===== src/rtl/cpu_ctrl_pkg.sv =====
// Shared types and defaults for the start/done run controller.
package cpu_ctrl_pkg;

    typedef enum logic [2:0] {
        IDLE  = 3'd0,
        INIT  = 3'd1,
        RUN   = 3'd2,
        DONE  = 3'd3,
        FAULT = 3'd4
    } run_state_t;

    localparam int CNT_W_DEF   = 16;
    localparam int TIMEOUT_DEF = 1000;

endpackage


===== src/rtl/run_controller_rise_detect.sv =====
// Rising-edge detector: registers the previous level and pulses for one
// cycle on a 0->1 transition.
module rise_detect (
    input  logic clk,
    input  logic reset,
    input  logic d,
    output logic pulse
);

    logic prev_q;
    logic prev_d;

    always_comb begin
        prev_d = d;
    end

    always_ff @(posedge clk) begin
        if (reset) begin
            prev_q <= 1'b0;
        end else begin
            prev_q <= prev_d;
        end
    end

    assign pulse = d & ~prev_q;

endmodule


===== src/rtl/run_controller.sv =====
// Start/done sequencer: start edge -> PC load -> free run until halt or
// watchdog expiry. Optional single-step mode under RUN_CTRL_STEP_EN.
module run_controller
    import cpu_ctrl_pkg::*;
#(
    parameter int CNT_W          = CNT_W_DEF,
    parameter int TIMEOUT_CYCLES = TIMEOUT_DEF
) (
    input  logic             clk,
    input  logic             reset,
    input  logic             start,
    input  logic             halt,
`ifdef RUN_CTRL_STEP_EN
    input  logic             step_mode,
    input  logic             step,
`endif
    output logic             pc_load,
    output logic             pc_en,
    output logic             run_en,
    output logic             busy,
    output logic             done,
    output logic             timeout,
    output logic [CNT_W-1:0] cycle_count
);

    localparam logic [CNT_W:0] TIMEOUT_V = TIMEOUT_CYCLES[CNT_W:0];

    run_state_t       state_q, state_d;
    logic [CNT_W-1:0] cnt_q, cnt_d;
    logic [CNT_W:0]   cnt_inc;
    logic [CNT_W-1:0] cnt_sat;
    logic             launch;
    logic             advance;

    rise_detect u_start_rise (
        .clk   (clk),
        .reset (reset),
        .d     (start),
        .pulse (launch)
    );

`ifdef RUN_CTRL_STEP_EN
    logic step_rise;

    rise_detect u_step_rise (
        .clk   (clk),
        .reset (reset),
        .d     (step),
        .pulse (step_rise)
    );

    // In step mode only a step edge lets RUN make progress.
    assign advance = ~step_mode | step_rise;
`else
    assign advance = 1'b1;
`endif

    // One extra bit catches the wrap so the counter can saturate.
    assign cnt_inc = {1'b0, cnt_q} + {{CNT_W{1'b0}}, 1'b1};
    assign cnt_sat = cnt_inc[CNT_W] ? cnt_q : cnt_inc[CNT_W-1:0];

    always_ff @(posedge clk) begin
        if (reset) begin
            state_q <= IDLE;
            cnt_q   <= '0;
        end else begin
            state_q <= state_d;
            cnt_q   <= cnt_d;
        end
    end

    always_comb begin
        state_d = state_q;
        cnt_d   = cnt_q;
        unique case (state_q)
            IDLE: begin
                if (launch) state_d = INIT;
            end
            INIT: begin
                cnt_d   = '0;
                state_d = RUN;
            end
            RUN: begin
                if (advance) begin
                    cnt_d = cnt_sat;
                    // halt takes priority over a watchdog expiring on the same cycle
                    if (halt) begin
                        state_d = DONE;
                    end else if (TIMEOUT_CYCLES != 0 && cnt_inc == TIMEOUT_V) begin
                        state_d = FAULT;
                    end
                end
            end
            DONE, FAULT: begin
                if (launch) state_d = INIT;
            end
            default: begin
                state_d = IDLE;
            end
        endcase
    end

    always_comb begin
        pc_load = (state_q == INIT);
        run_en  = (state_q == RUN) & advance;
        pc_en   = (state_q == RUN) & advance & ~halt;
        busy    = (state_q == INIT) | (state_q == RUN);
        done    = (state_q == DONE);
        timeout = (state_q == FAULT);
    end

    assign cycle_count = cnt_q;

endmodule


===== config.mk =====
export PLATFORM = sky130hd
export DESIGN_NAME = run_controller
export DESIGN_NICKNAME = d
export VERILOG_FILES = /design/src/rtl/cpu_ctrl_pkg.sv /design/src/rtl/run_controller_rise_detect.sv /design/src/rtl/run_controller.sv
export SDC_FILE = /design/constraint.sdc
export NUM_CORES = 1
export LEC_CHECK = 0
export CAP_MARGIN = 30
export CORE_MARGIN = 10
export CORE_UTILIZATION = 54
export DETAILED_ROUTE_END_ITERATION = 8
export GPL_ROUTABILITY_DRIVEN = 0
export PLACE_DENSITY = 0.83
export SLEW_MARGIN = 20
export SYNTH_ARGS = -nofsm -noshare
export SYNTH_HDL_FRONTEND = slang
export SYNTH_HIERARCHICAL = 1
export SYNTH_SLANG_ARGS = --single-unit

===== constraint.sdc =====
create_clock -name clk -period 5.9 [get_ports clk]
set_input_delay 1.18 -clock clk [delete_from_list [all_inputs] [get_ports clk]]
set_output_delay 1.18 -clock clk [all_outputs]
set_load 0.05 [all_outputs]

==> out/qor.yml <==
routed_wire_length_per_instance_um: 16.0
row_count: 17
hold-worst-slack_ps: 549
yosysSeqAreaShare_pct: 31.3
power.ir.vdd_worst_v: 0.000130
area_growth_syn_to_layout_pct: 20.6
power.density_cell_area_nw_per_um2: 178
worst_setup_hold_path_clk_slew_ps: 110
clock.fmax_ghz: 0.265
critical_path_peak_fanout: 4
crit_path_top_delay_cell: "sky130_fd_sc_hd__clkdlybuf4s50_1"
synth_ff_type: "sky130_fd_sc_hd__dfxtp_1"
synth_cells: 163
wl_met3_um: 250
detail_route.vias_per_cell: 6.39
die_y_um: 68.7
maxUsedRoutingLayer: "met4"
m1WireLength_mm: 1.31
final_cell_count_without_fillers: 208
number_of_enable_flip_flop_cells_after_synthesis: 0
layout.filler_cells: 193
met2RoutedLength_mm: 1.71
ant_nets: 0
synth.most_common_cell: "sky130_fd_sc_hd__nor2_1"
pre_cts_ws_ps: 2120
sequential_cell_area_um2: 400
port_buffers: 25
p_sw_share_pct: 30.5
insertion_delay_ps: 310
finalHoldViolCount: 0
library_cell_occupying_the_most_area_in_the_post_synthesis_netlist: "sky130_fd_sc_hd__dfxtp_1"
crit_path_end_kind: "output port"
synth_cell_type_count: 41
total_power_mw: 0.275
cts-htree-levels: 1
postLayoutSetupSlackWorst_ps: 2130
grt_max_degree: 22
post_synth_main_area_contributors: "sky130_fd_sc_hd__dfxtp_1 31%, sky130_fd_sc_hd__a21oi_1 7.8%, sky130_fd_sc_hd__nor2_1 6.2%"
numPlacedInstances: 204
critPathLaunchType: "input port"
worst_hold_path_type: "flip-flop to flip-flop"
start_util_pct: 57.3
ys_async_sr_fraction_pct: 0
die_span_x_um: 68.7
cts-root-buf: "sky130_fd_sc_hd__clkbuf_4"
grt_first_pass_wirelength_mm: 5.57
worst-slew-pin-transition_ps: 885
finalCritPeriodShare_pct: 63.9
switching_component_of_the_power_mw: 0.0840
grt.total_usage_pct: 14.7
final.setup.tns_ps: 0
die_area_um2: 4720
drv_slew: 0
power.combinational.fraction_pct: 19.0
timing.rr.end: "cycle_count[7]$_SDFFE_PP0P_"
hold_end: "cycle_count[11]$_SDFFE_PP0P_"
critical_path.cell_chain: "clkdlybuf4s50_1 > nor2_1 > clkdlybuf4s50_1"
synthesized_area_per_cell_um2: 7.85
cts_repair_resize_count: 0
cts-buffers-inserted: 3
yosysWarningCount: 6
reg2regPathDepth: 7
grt_setup_unrepaired: "no"
synth_fp_nets: 169
timing_worst_setup_path_type: "input port to output port"
residual_drc_count: 0
critical_path_required_ps: 4720
min_from: "cycle_count[11]$_SDFFE_PP0P_"
ctsHoldBuffers: 0
grt_remaining_overflow: 0
status: "finished clean"
max_cap_viol_count: 0
mappedNetlistArea_um2: 1280
tritoncts_num_sinks: 20
crit_path_max_incr_delay_ps: 810
critical_path.reg2reg.startpoint: "cycle_count[0]$_SDFFE_PP0P_"
nets: 187
cp.arrival_ps: 2590
routed_wirelength_mm: 3.33
drt-pass1-iter-count: 4
floorplan.io_pins: 26
timing.critical_path.mode_cell: "sky130_fd_sc_hd__clkdlybuf4s50_1"
vias: 1329
worst-r2r-setup-slack_ps: 3460
hold_path_depth: 1
setup_viol_count_final: 0
p_clk_share_pct: 30.0
postCtsSetupBuffers: 0
postSynthRegisterBits: 20
relative_max_transition_margin_pct: 40.8
netlist.area_leader.share_pct: 31.3
drt-initial-drc-count: 86
final_layout_size_suffix_gt1_share_pct: 8.89
seq_power_share_pct: 51.0
p_leak_nw: 0.526
antenna_cells: 0
ctsLongestPathBuffers: 2
post-route-min-period_ps: 3770
area_of_the_multi_input_gates_um2: 807
fin_skew_ps: 5.33
antenna_found_initial: 0
tritoncts: "built"
internal_power_mw: 0.191
area_of_the_core_um2: 2230
vias_in_the_first_global_route: 1223
synth_cell_count_leaders: "21 x sky130_fd_sc_hd__nor2_1, 20 x sky130_fd_sc_hd__a21oi_1, 20 x sky130_fd_sc_hd__dfxtp_1"
hpwlAfterDp_mm: 2.39
==> sequential cells by signal (all words and copies together) (netlist names) <==
register,cells
cycle_count,16
state_q,3
u_start_rise/prev_q,1
==> per-layer routing <==
layer	GRT usage (%)	up-vias
li1	-	633
met1	16.8	641
met2	26.2	48
met3	2.90	7
met4	6.03	0
met5	0	-
==> kinds of logic (layout without fill, tap and decap cells) <==
family	Yosys count	count (layout)	share of synthesized area, %
buffers and inverters	16	33	5.67
xor gates and xnor gates	4	4	2.74
and+or+nand+nor	73	73	35.0
adders and majority gates	2	2	1.95
DFF	20	20	31.3
AOI/OAI and AO/OA	48	48	23.4
==> through the flow <==
stage / area, µm² / utilization (%)
floorplan: 1280 / -
global placement: 1510 / 67.5
detailed placement: 1510 / 67.5
CTS: 1540 / 69.1
global route: 1540 / 69.1
finish: 1540 / 69.1
==> final cells by class <==
cell class	count	area share [%]
Inverter	4	0.972
Sequential cell	20	25.9
Multi-Input combinational cell	127	52.3
Timing Repair Buffer	25	16.2
Clock buffer	4	2.35
Tap cell	28	2.27
==> power groups by stage <==
stage	Clock, mW	Combinational (mW)	Sequential, mW
after detailed placement	0	0.0520	0.144
after CTS	0.0830	0.0522	0.140
after global routing	0.0887	0.0568	0.141
final	0.0825	0.0523	0.141
after floorplan	0	0.0366	0.145
after global placement	0	0.0512	0.143
==> layout by cell type (no fill, tap or decap), types with 2 or more instances in the layout <==
cell,instances
sky130_fd_sc_hd__a22oi_1,2
sky130_fd_sc_hd__nor3b_1,2
sky130_fd_sc_hd__nor2b_4,2
sky130_fd_sc_hd__ha_1,2
sky130_fd_sc_hd__nand4b_1,2
sky130_fd_sc_hd__or3_1,2
sky130_fd_sc_hd__clkdlybuf4s50_1,25
sky130_fd_sc_hd__clkbuf_4,3
sky130_fd_sc_hd__o21ai_0,9
sky130_fd_sc_hd__nand2_1,8
sky130_fd_sc_hd__nor2_1,21
sky130_fd_sc_hd__nor2_4,2
sky130_fd_sc_hd__a21oi_1,20
sky130_fd_sc_hd__dfxtp_1,20
sky130_fd_sc_hd__xnor2_1,4
sky130_fd_sc_hd__nand4_1,5
sky130_fd_sc_hd__and3_1,4
sky130_fd_sc_hd__and2_1,3
sky130_fd_sc_hd__a211oi_1,7
sky130_fd_sc_hd__inv_1,4
sky130_fd_sc_hd__a31oi_1,5
sky130_fd_sc_hd__nand3_1,7
sky130_fd_sc_hd__nor3_1,3
==> worst max-delay path: cells and delay by family <==
family / cells / cell delay [ps]
AND/OR/NAND/NOR: 1 / 130
buffers and inverters: 2 / 1280
==> worst max-delay path by stage <==
stage	start	slack, ps	end
floorplan	halt	2890	pc_en
global placement	halt	2140	pc_en
detailed placement	halt	2120	pc_en
CTS	halt	2120	pc_en
global route	halt	2060	pc_en
finish	halt	2130	pc_en
(Power assumes the default switching activity.)
